==> src/rtl/demo_btn_sequencer.sv <==
// demo_btn_sequencer
//   Button/switch front end for the bus demo. It synchronizes the raw board
//   inputs, debounces the go button, turns each accepted press into a single
//   active-low start strobe, and tracks the downstream ready handshake. In
//   auto mode one press runs a burst of SEQ_LEN commands that alternate write
//   and read, starting with a write. A stalled downstream sets a sticky err
//   flag, which the next press clears.
//
//   Build option: define DEMO_BTN_DEBOUNCE_EN to include the debouncer.
//   Without it the synchronized button is used directly as the accepted level.
//
// Parameters
//   DEBOUNCE_CYCLES  equal consecutive samples needed to accept a new level
//   SEQ_LEN          commands per auto burst (1..255)
//   READY_TIMEOUT    maximum cycles to wait for ready to return high
// Ports
//   clk          system clock
//   rst          asynchronous active-high reset
//   btn_go       raw push-button, active-low, asynchronous
//   btn_mode     raw switch, 1 = write, 0 = read, asynchronous
//   sw_auto      raw switch, 1 = burst mode, asynchronous
//   ready        downstream idle indication
//   start        active-low command strobe, low for one cycle per command
//   mode         command direction, 1 = write, 0 = read
//   busy         high while the FSM is not idle
//   err          sticky timeout flag
//   done_count   number of completed commands, wraps at 255

module demo_btn_sequencer #(
    parameter int unsigned DEBOUNCE_CYCLES = 250000,
    parameter int unsigned SEQ_LEN         = 4,
    parameter int unsigned READY_TIMEOUT   = 65535
) (
    input  logic       clk,
    input  logic       rst,
    input  logic       btn_go,
    input  logic       btn_mode,
    input  logic       sw_auto,
    input  logic       ready,
    output logic       start,
    output logic       mode,
    output logic       busy,
    output logic       err,
    output logic [7:0] done_count
);

    typedef enum logic [2:0] {
        IDLE,
        ISSUE,
        WAIT_BUSY,
        WAIT_RDY,
        ERR
    } state_t;

    localparam logic [7:0]  SEQ_LEN8 = 8'(SEQ_LEN);
    localparam logic [15:0] TO_LAST  = 16'((READY_TIMEOUT == 0) ? 0 : READY_TIMEOUT - 1);

    // ------------------------------------------------------------------
    // Input synchronizers. The go button resets to its released level so
    // that leaving reset never looks like a press.
    // ------------------------------------------------------------------
    logic [1:0] go_sync;
    logic [1:0] mode_sync;
    logic [1:0] auto_sync;
    logic       go_s;
    logic       mode_s;
    logic       auto_s;

    always_ff @(posedge clk or posedge rst) begin
        if (rst) begin
            go_sync   <= '1;
            mode_sync <= '0;
            auto_sync <= '0;
        end else begin
            go_sync   <= {go_sync[0], btn_go};
            mode_sync <= {mode_sync[0], btn_mode};
            auto_sync <= {auto_sync[0], sw_auto};
        end
    end

    always_comb begin
        go_s   = go_sync[1];
        mode_s = mode_sync[1];
        auto_s = auto_sync[1];
    end

    // ------------------------------------------------------------------
    // Accepted button level
    // ------------------------------------------------------------------
    logic go_level;

`ifdef DEMO_BTN_DEBOUNCE_EN
    localparam int unsigned DB_W = (DEBOUNCE_CYCLES > 1) ? $clog2(DEBOUNCE_CYCLES) : 1;

    logic [DB_W-1:0] db_cnt;

    // The counter holds the length of the current run of samples that
    // differ from the accepted level; any sample matching it ends the run.
    always_ff @(posedge clk or posedge rst) begin
        if (rst) begin
            db_cnt   <= '0;
            go_level <= 1'b1;
        end else if (go_s == go_level) begin
            db_cnt <= '0;
        end else if (db_cnt >= DB_W'(DEBOUNCE_CYCLES - 1)) begin
            db_cnt   <= '0;
            go_level <= go_s;
        end else begin
            db_cnt <= db_cnt + 1'b1;
        end
    end
`else
    logic unused_db_cfg;

    always_comb begin
        go_level      = go_s;
        unused_db_cfg = ^32'(DEBOUNCE_CYCLES);
    end
`endif

    // One-cycle press on a 1->0 transition of the accepted level
    logic go_level_q;
    logic press;

    always_ff @(posedge clk or posedge rst) begin
        if (rst) begin
            go_level_q <= 1'b1;
        end else begin
            go_level_q <= go_level;
        end
    end

    always_comb begin
        press = go_level_q & ~go_level;
    end

    // ------------------------------------------------------------------
    // Command FSM
    // ------------------------------------------------------------------
    state_t      state;
    state_t      state_d;
    logic [7:0]  remaining;
    logic [7:0]  remaining_d;
    logic        cmd_par;       // parity of the index of the next command
    logic        cmd_par_d;
    logic        auto_lat;
    logic        auto_d;
    logic [1:0]  wb_cnt;
    logic [1:0]  wb_cnt_d;
    logic [15:0] timer;
    logic [15:0] timer_d;
    logic [7:0]  done_d;
    logic        mode_d;
    logic        start_d;
    logic        busy_d;
    logic        err_d;

    // State register
    always_ff @(posedge clk or posedge rst) begin
        if (rst) begin
            state <= IDLE;
        end else begin
            state <= state_d;
        end
    end

    // Next-state logic
    always_comb begin
        state_d = state;
        case (state)
            IDLE: begin
                if (press && ready) begin
                    state_d = ISSUE;
                end
            end
            ISSUE: begin
                state_d = WAIT_BUSY;
            end
            WAIT_BUSY: begin
                if (!ready) begin
                    state_d = WAIT_RDY;
                end else if (wb_cnt == 2'd3) begin
                    state_d = ERR;
                end
            end
            WAIT_RDY: begin
                // Completion is checked first so it wins over a coincident timeout
                if (ready) begin
                    state_d = (remaining <= 8'd1) ? IDLE : ISSUE;
                end else if (timer >= TO_LAST) begin
                    state_d = ERR;
                end
            end
            ERR: begin
                if (press) begin
                    state_d = IDLE;
                end
            end
            default: begin
                state_d = IDLE;
            end
        endcase
    end

    // Output and datapath logic. Every output is computed from the next
    // state and registered, so nothing reaches a port combinationally.
    always_comb begin
        remaining_d = remaining;
        cmd_par_d   = cmd_par;
        auto_d      = auto_lat;
        wb_cnt_d    = wb_cnt;
        timer_d     = timer;
        done_d      = done_count;
        mode_d      = mode;

        case (state)
            IDLE: begin
                if (state_d == ISSUE) begin
                    auto_d      = auto_s;
                    remaining_d = auto_s ? SEQ_LEN8 : 8'd1;
                    cmd_par_d   = 1'b0;
                end
            end
            WAIT_BUSY: begin
                wb_cnt_d = wb_cnt + 2'd1;
            end
            WAIT_RDY: begin
                if (ready) begin
                    done_d      = done_count + 8'd1;
                    remaining_d = remaining - 8'd1;
                    cmd_par_d   = ~cmd_par;
                end else begin
                    timer_d = timer + 16'd1;
                end
            end
            ERR: begin
                remaining_d = '0;
            end
            default: begin
            end
        endcase

        if (state_d == ISSUE) begin
            wb_cnt_d = '0;
            timer_d  = '0;
            mode_d   = auto_d ? ~cmd_par_d : mode_s;
        end

        start_d = (state_d != ISSUE);
        busy_d  = (state_d != IDLE);
        err_d   = (state_d == ERR);
    end

    // Registered outputs and datapath
    always_ff @(posedge clk or posedge rst) begin
        if (rst) begin
            remaining  <= '0;
            cmd_par    <= 1'b0;
            auto_lat   <= 1'b0;
            wb_cnt     <= '0;
            timer      <= '0;
            done_count <= '0;
            mode       <= 1'b0;
            start      <= 1'b1;
            busy       <= 1'b0;
            err        <= 1'b0;
        end else begin
            remaining  <= remaining_d;
            cmd_par    <= cmd_par_d;
            auto_lat   <= auto_d;
            wb_cnt     <= wb_cnt_d;
            timer      <= timer_d;
            done_count <= done_d;
            mode       <= mode_d;
            start      <= start_d;
            busy       <= busy_d;
            err        <= err_d;
        end
    end

endmodule

==> config.mk <==
export PLATFORM = sky130hd
export DESIGN_NAME = demo_btn_sequencer
export DESIGN_NICKNAME = d
export VERILOG_FILES = /design/src/rtl/demo_btn_sequencer.sv
export SDC_FILE = /design/constraint.sdc
export NUM_CORES = 1
export LEC_CHECK = 0
export BUFFER_PORTS_ARGS = -buffer_cell sky130_fd_sc_hd__buf_2
export CORE_ASPECT_RATIO = 0.9
export CORE_MARGIN = 4
export CORE_UTILIZATION = 40
export DETAILED_ROUTE_END_ITERATION = 12
export PLACE_DENSITY_LB_ADDON = 0.1
export SYNTH_ARGS = -nofsm -noshare
export SYNTH_HDL_FRONTEND = slang
export SYNTH_SLANG_ARGS = --single-unit
==> constraint.sdc <==
create_clock -name clk -period 2 [get_ports clk]
set_clock_uncertainty 0.2 [all_clocks]
set_input_delay 0.3 -clock clk [delete_from_list [all_inputs] [get_ports clk]]
set_output_delay 0.3 -clock clk [all_outputs]
set_load 0.005 [all_outputs]
==> impl_summary.txt <==
----------------------------------------------------
[Power and ir drop]
  Total power after layout ... 3.513 mW
  VDD IR max ... around 470 uV
  Static leakage ... approximately 1.4 nW
  Ratio of total power to cell area ... 1166 mW/mm2

[Route]
  Wire length reported by the detailed router ... 5.024 mm
  Number of search-and-repair iterations in the first detailed-routing pass ... 4
  Drt via density ... 5.361
  Remaining number of nets flagged by the antenna check after routing ... 0
  WL met1 ... ~2.7 mm
  Routed length on met3 ... between 150 and 200 um
  Via count of the routed design ... 1930
  Initial DRC count ... 75
  # DRC ... 0
  Uppermost layer routed ... met4
  Avg WL per Cell ... around 14 um
  Met2 Routed Length ... 2.125 mm

[Timing]
  Fin. Hold Viols ... 0
  Final setup violation count ... 2
  Worst Hold Slack ... roughly 0.15 ns
  RSZ-0062 raised after global routing ... yes
  Final Max Tran Viols ... 0
  Final period demand of the worst path ... between 2 and 2.5 ns
  Portion of the clock cycle consumed by the worst path in the final layout ... 100.9%
  Slew at the pin closest to its max-slew limit ... between 0.4 and 0.5 ns
  FMAX ... 495.5 MHz
  Headroom to the max-slew limit ... between 70 and 80%
  Final setup slack of the worst path ... -0.01808 ns

[Global route]
  Largest net degree at the start of global routing ... 34
  Number of antenna violations at the first check in global routing ... 0
  Wire length of the first global-routing pass ... ~9 mm
  Vias in the first global route ... roughly 1900
  Gr usage total ... between 10% and 20%
  Congestion Overflow GR ... 0

[Synthesis]
  Predominant post-synthesis flop cell ... dfrtp_1
  Post-synthesis cell type with the largest combined area ... dfrtp_1
  Post-synth EDFFs ... 0
  Async set or reset register ratio after synthesis ... 100.0%
  Register bit count reported by yosys ... 50
  Fraction of the yosys area taken by sequential cells ... between 50% and 60%
  Synthesized net count ... 256
  Distinct cell type count after synthesis ... 53
  Cell count after synthesis ... about 240
  Largest cells by area after synthesis ... dfrtp_1 46%, dfstp_2 4.2%, xnor2_1 4.2%, nor2_1 3.9%, xor2_1 3.9%
  Synth warn ... 0
  Average size of a mapped cell ... between 10 and 15 um2
  Ranking of synthesized cells by instance count ... 46 x dfrtp_1, 26 x nor2_1, 16 x nand2_1, 12 x xnor2_1
  Cell area after synthesis ... 0.002499 mm2
  Count leader, synth ... dfrtp_1
  Top-area cell type share of the netlist area ... between 40% and 50%

[Setup path]
  Crit path arrival time ... 2.02 ns
  Critical path origin ... remaining[2]
  Flop-to-flop setup slack ... -0.02 ns
  Kind of end point of the critical path ... flip-flop
  Worst R2R End ... busy
  Type of the worst setup path ... reg -> reg
  Highest net fanout along the worst path ... 4
  Endpoint required time on the critical path ... 2.00 ns
  Reg2reg start ... remaining[2]
  Kind of start point of the critical path ... flip-flop
  Worst reg2reg path depth ... 4

[Outcome]
  Result of the run ... finished with violations
  Violated checks ... negative setup slack

[Finish]
  Layout overhead on the synthesized area ... 20.63%
  Fraction of layout cells with a size suffix above 1 ... 22.57%
  # nets final ... between 200 and 300
  Number of non-filler instances in the completed layout ... 360
  Final non-filler cell area ... 0.003014 mm2
  Diodes inserted ... 0

[Clocking]
  TritonCTS clock tree ... built
  Number of H-tree branching levels ... 2
  Clock sink total ... 50
  CTS clock-pin slew for the worst setup and hold paths ... 0.10 ns
  Clk root buf ... clkbuf_8
  TritonCTS buffer count ... 5
  Longest Clk Path Bufs ... 2
  Clock latency on the worst-skew pair ... roughly 0.31 ns

[Die]
  Number of top-level pins ... 18
  Floorplan die height ... approximately 83 um
  Core region area ... ~0.0061 mm2
  Row Count ... 27
  Die boundary width ... 91.31 um
  Initial core utilization ... just over 40%
  Area of the die ... between 0.007 and 0.008 mm2

[Placed design]
  Placed cell count ... around 350
  Detailed-placement wirelength estimate ... approximately 3.6 mm
  Minimum setup slack after placement ... -0.03489 ns
  Port Buffer Count ... 17
  Total cell area at the placement stage ... around 0.0028 mm2
  Gp weighted congestion ... 0.8418

[Flow run]
  Max-cap violations ... 0

[Min path]
  Source of the worst hold timing path ... mode_sync[0]
  Worst hold path type ... reg -> reg
  Sink of the worst hold path ... mode_sync[1]
  Hold path depth ... 0

----------------------------------------------------
[report_power, final]
group	total, mW	switching, mW	internal (mW)
Combinational	1.34	0.694	0.650
Clock	0.755	0.374	0.381
Sequential	1.41	0.187	1.23
Total	3.51	1.26	2.26
[layer usage]
layer / up-vias / track usage [%]
met4: 0 / 3.699
met2: 31 / 21.79
met5: - / 0
met3: 4 / 3.804
met1: 932 / 21.45
li1: 963 / -
[area by class of cell]
class / count / area, um2
Fill cell: 578 / 3067
Clock inverter: 3 / 48.80
Multi-Input combinational cell: 173 / 1167
Timing Repair Buffer: 47 / 345.3
Sequential cell: 50 / 1256
Clock buffer: 5 / 68.82
Tap cell: 72 / 90.09
Inverter: 10 / 37.54
[registers in the layout, summed over array words and instances (netlist names), named ones only]
signal and cells:
busy 1, auto_sync 2, state 3, auto_lat 1
start 1, remaining 8, timer 16, wb_cnt 2
go_sync 2, err 1, mode 1, done_count 8
mode_sync 2, go_level_q 1
[placed cells by master, fill, tap and decap left out, types with 7 or more instances in the layout]
cell / instances
nand2_1: 16
xnor2_1: 12
a21oi_1: 11
xor2_1: 11
buf_2: 17
nand4_1: 10
inv_1: 8
dfrtp_1: 46
nor3_1: 7
buf_4: 24
nor2_1: 26
nand3_1: 7
[cell families (layout without fill, tap and decap cells)]
kind of cell / count (synthesis) / after routing / synth area share (%)
adder cells (fa/ha/maj): 6 / 6 / 3.004
multiplexers: 3 / 3 / 1.302
XOR/XNOR: 23 / 23 / 8.062
AO/OA/AOI/OAI: 44 / 44 / 12.17
buffers and inverters: 21 / 65 / 3.605
AND/OR/NAND/NOR: 97 / 97 / 21.58
flip-flops: 50 / 50 / 50.28
[worst max path at each step]
| stage | endpoint | slack [ns] |
|---|---|---|
| final | busy | -0.02 |
| after global routing | busy | -0.12 |
| after CTS | busy | -0.03 |
| after detailed placement | busy | -0.03 |
| after global placement | busy | 0.009 |
| after floorplan | busy | 0.04 |
[critical path, stage by stage, from the launching register on]
cell	delay, ns
dfrtp_1	0.40
or4_4	0.58
o41ai_4	0.25
nand2_1	0.10
or3_1	0.39
[per-stage QoR]
| stage | setup TNS, ns | util, % |
|---|---|---|
| final | -0.02391 | 49.57 |
| after global routing | -0.8271 | 49.57 |
| after CTS | -0.04649 | 49.38 |
| after detailed placement | -0.04474 | 46.60 |
| after global placement | 0 | 46.60 |
| after floorplan | 0 | - |
[repair_timing]
action / 4_1_cts / 5_1_grt
hold endpoints to repair: 19 / 0
resized for setup: 1 / 1
setup endpoints to repair: 3 / 23
buffers inserted: 0 / 1
hold buffers: 4 / 0
Note: power is estimated with default switching activity, not from simulation.
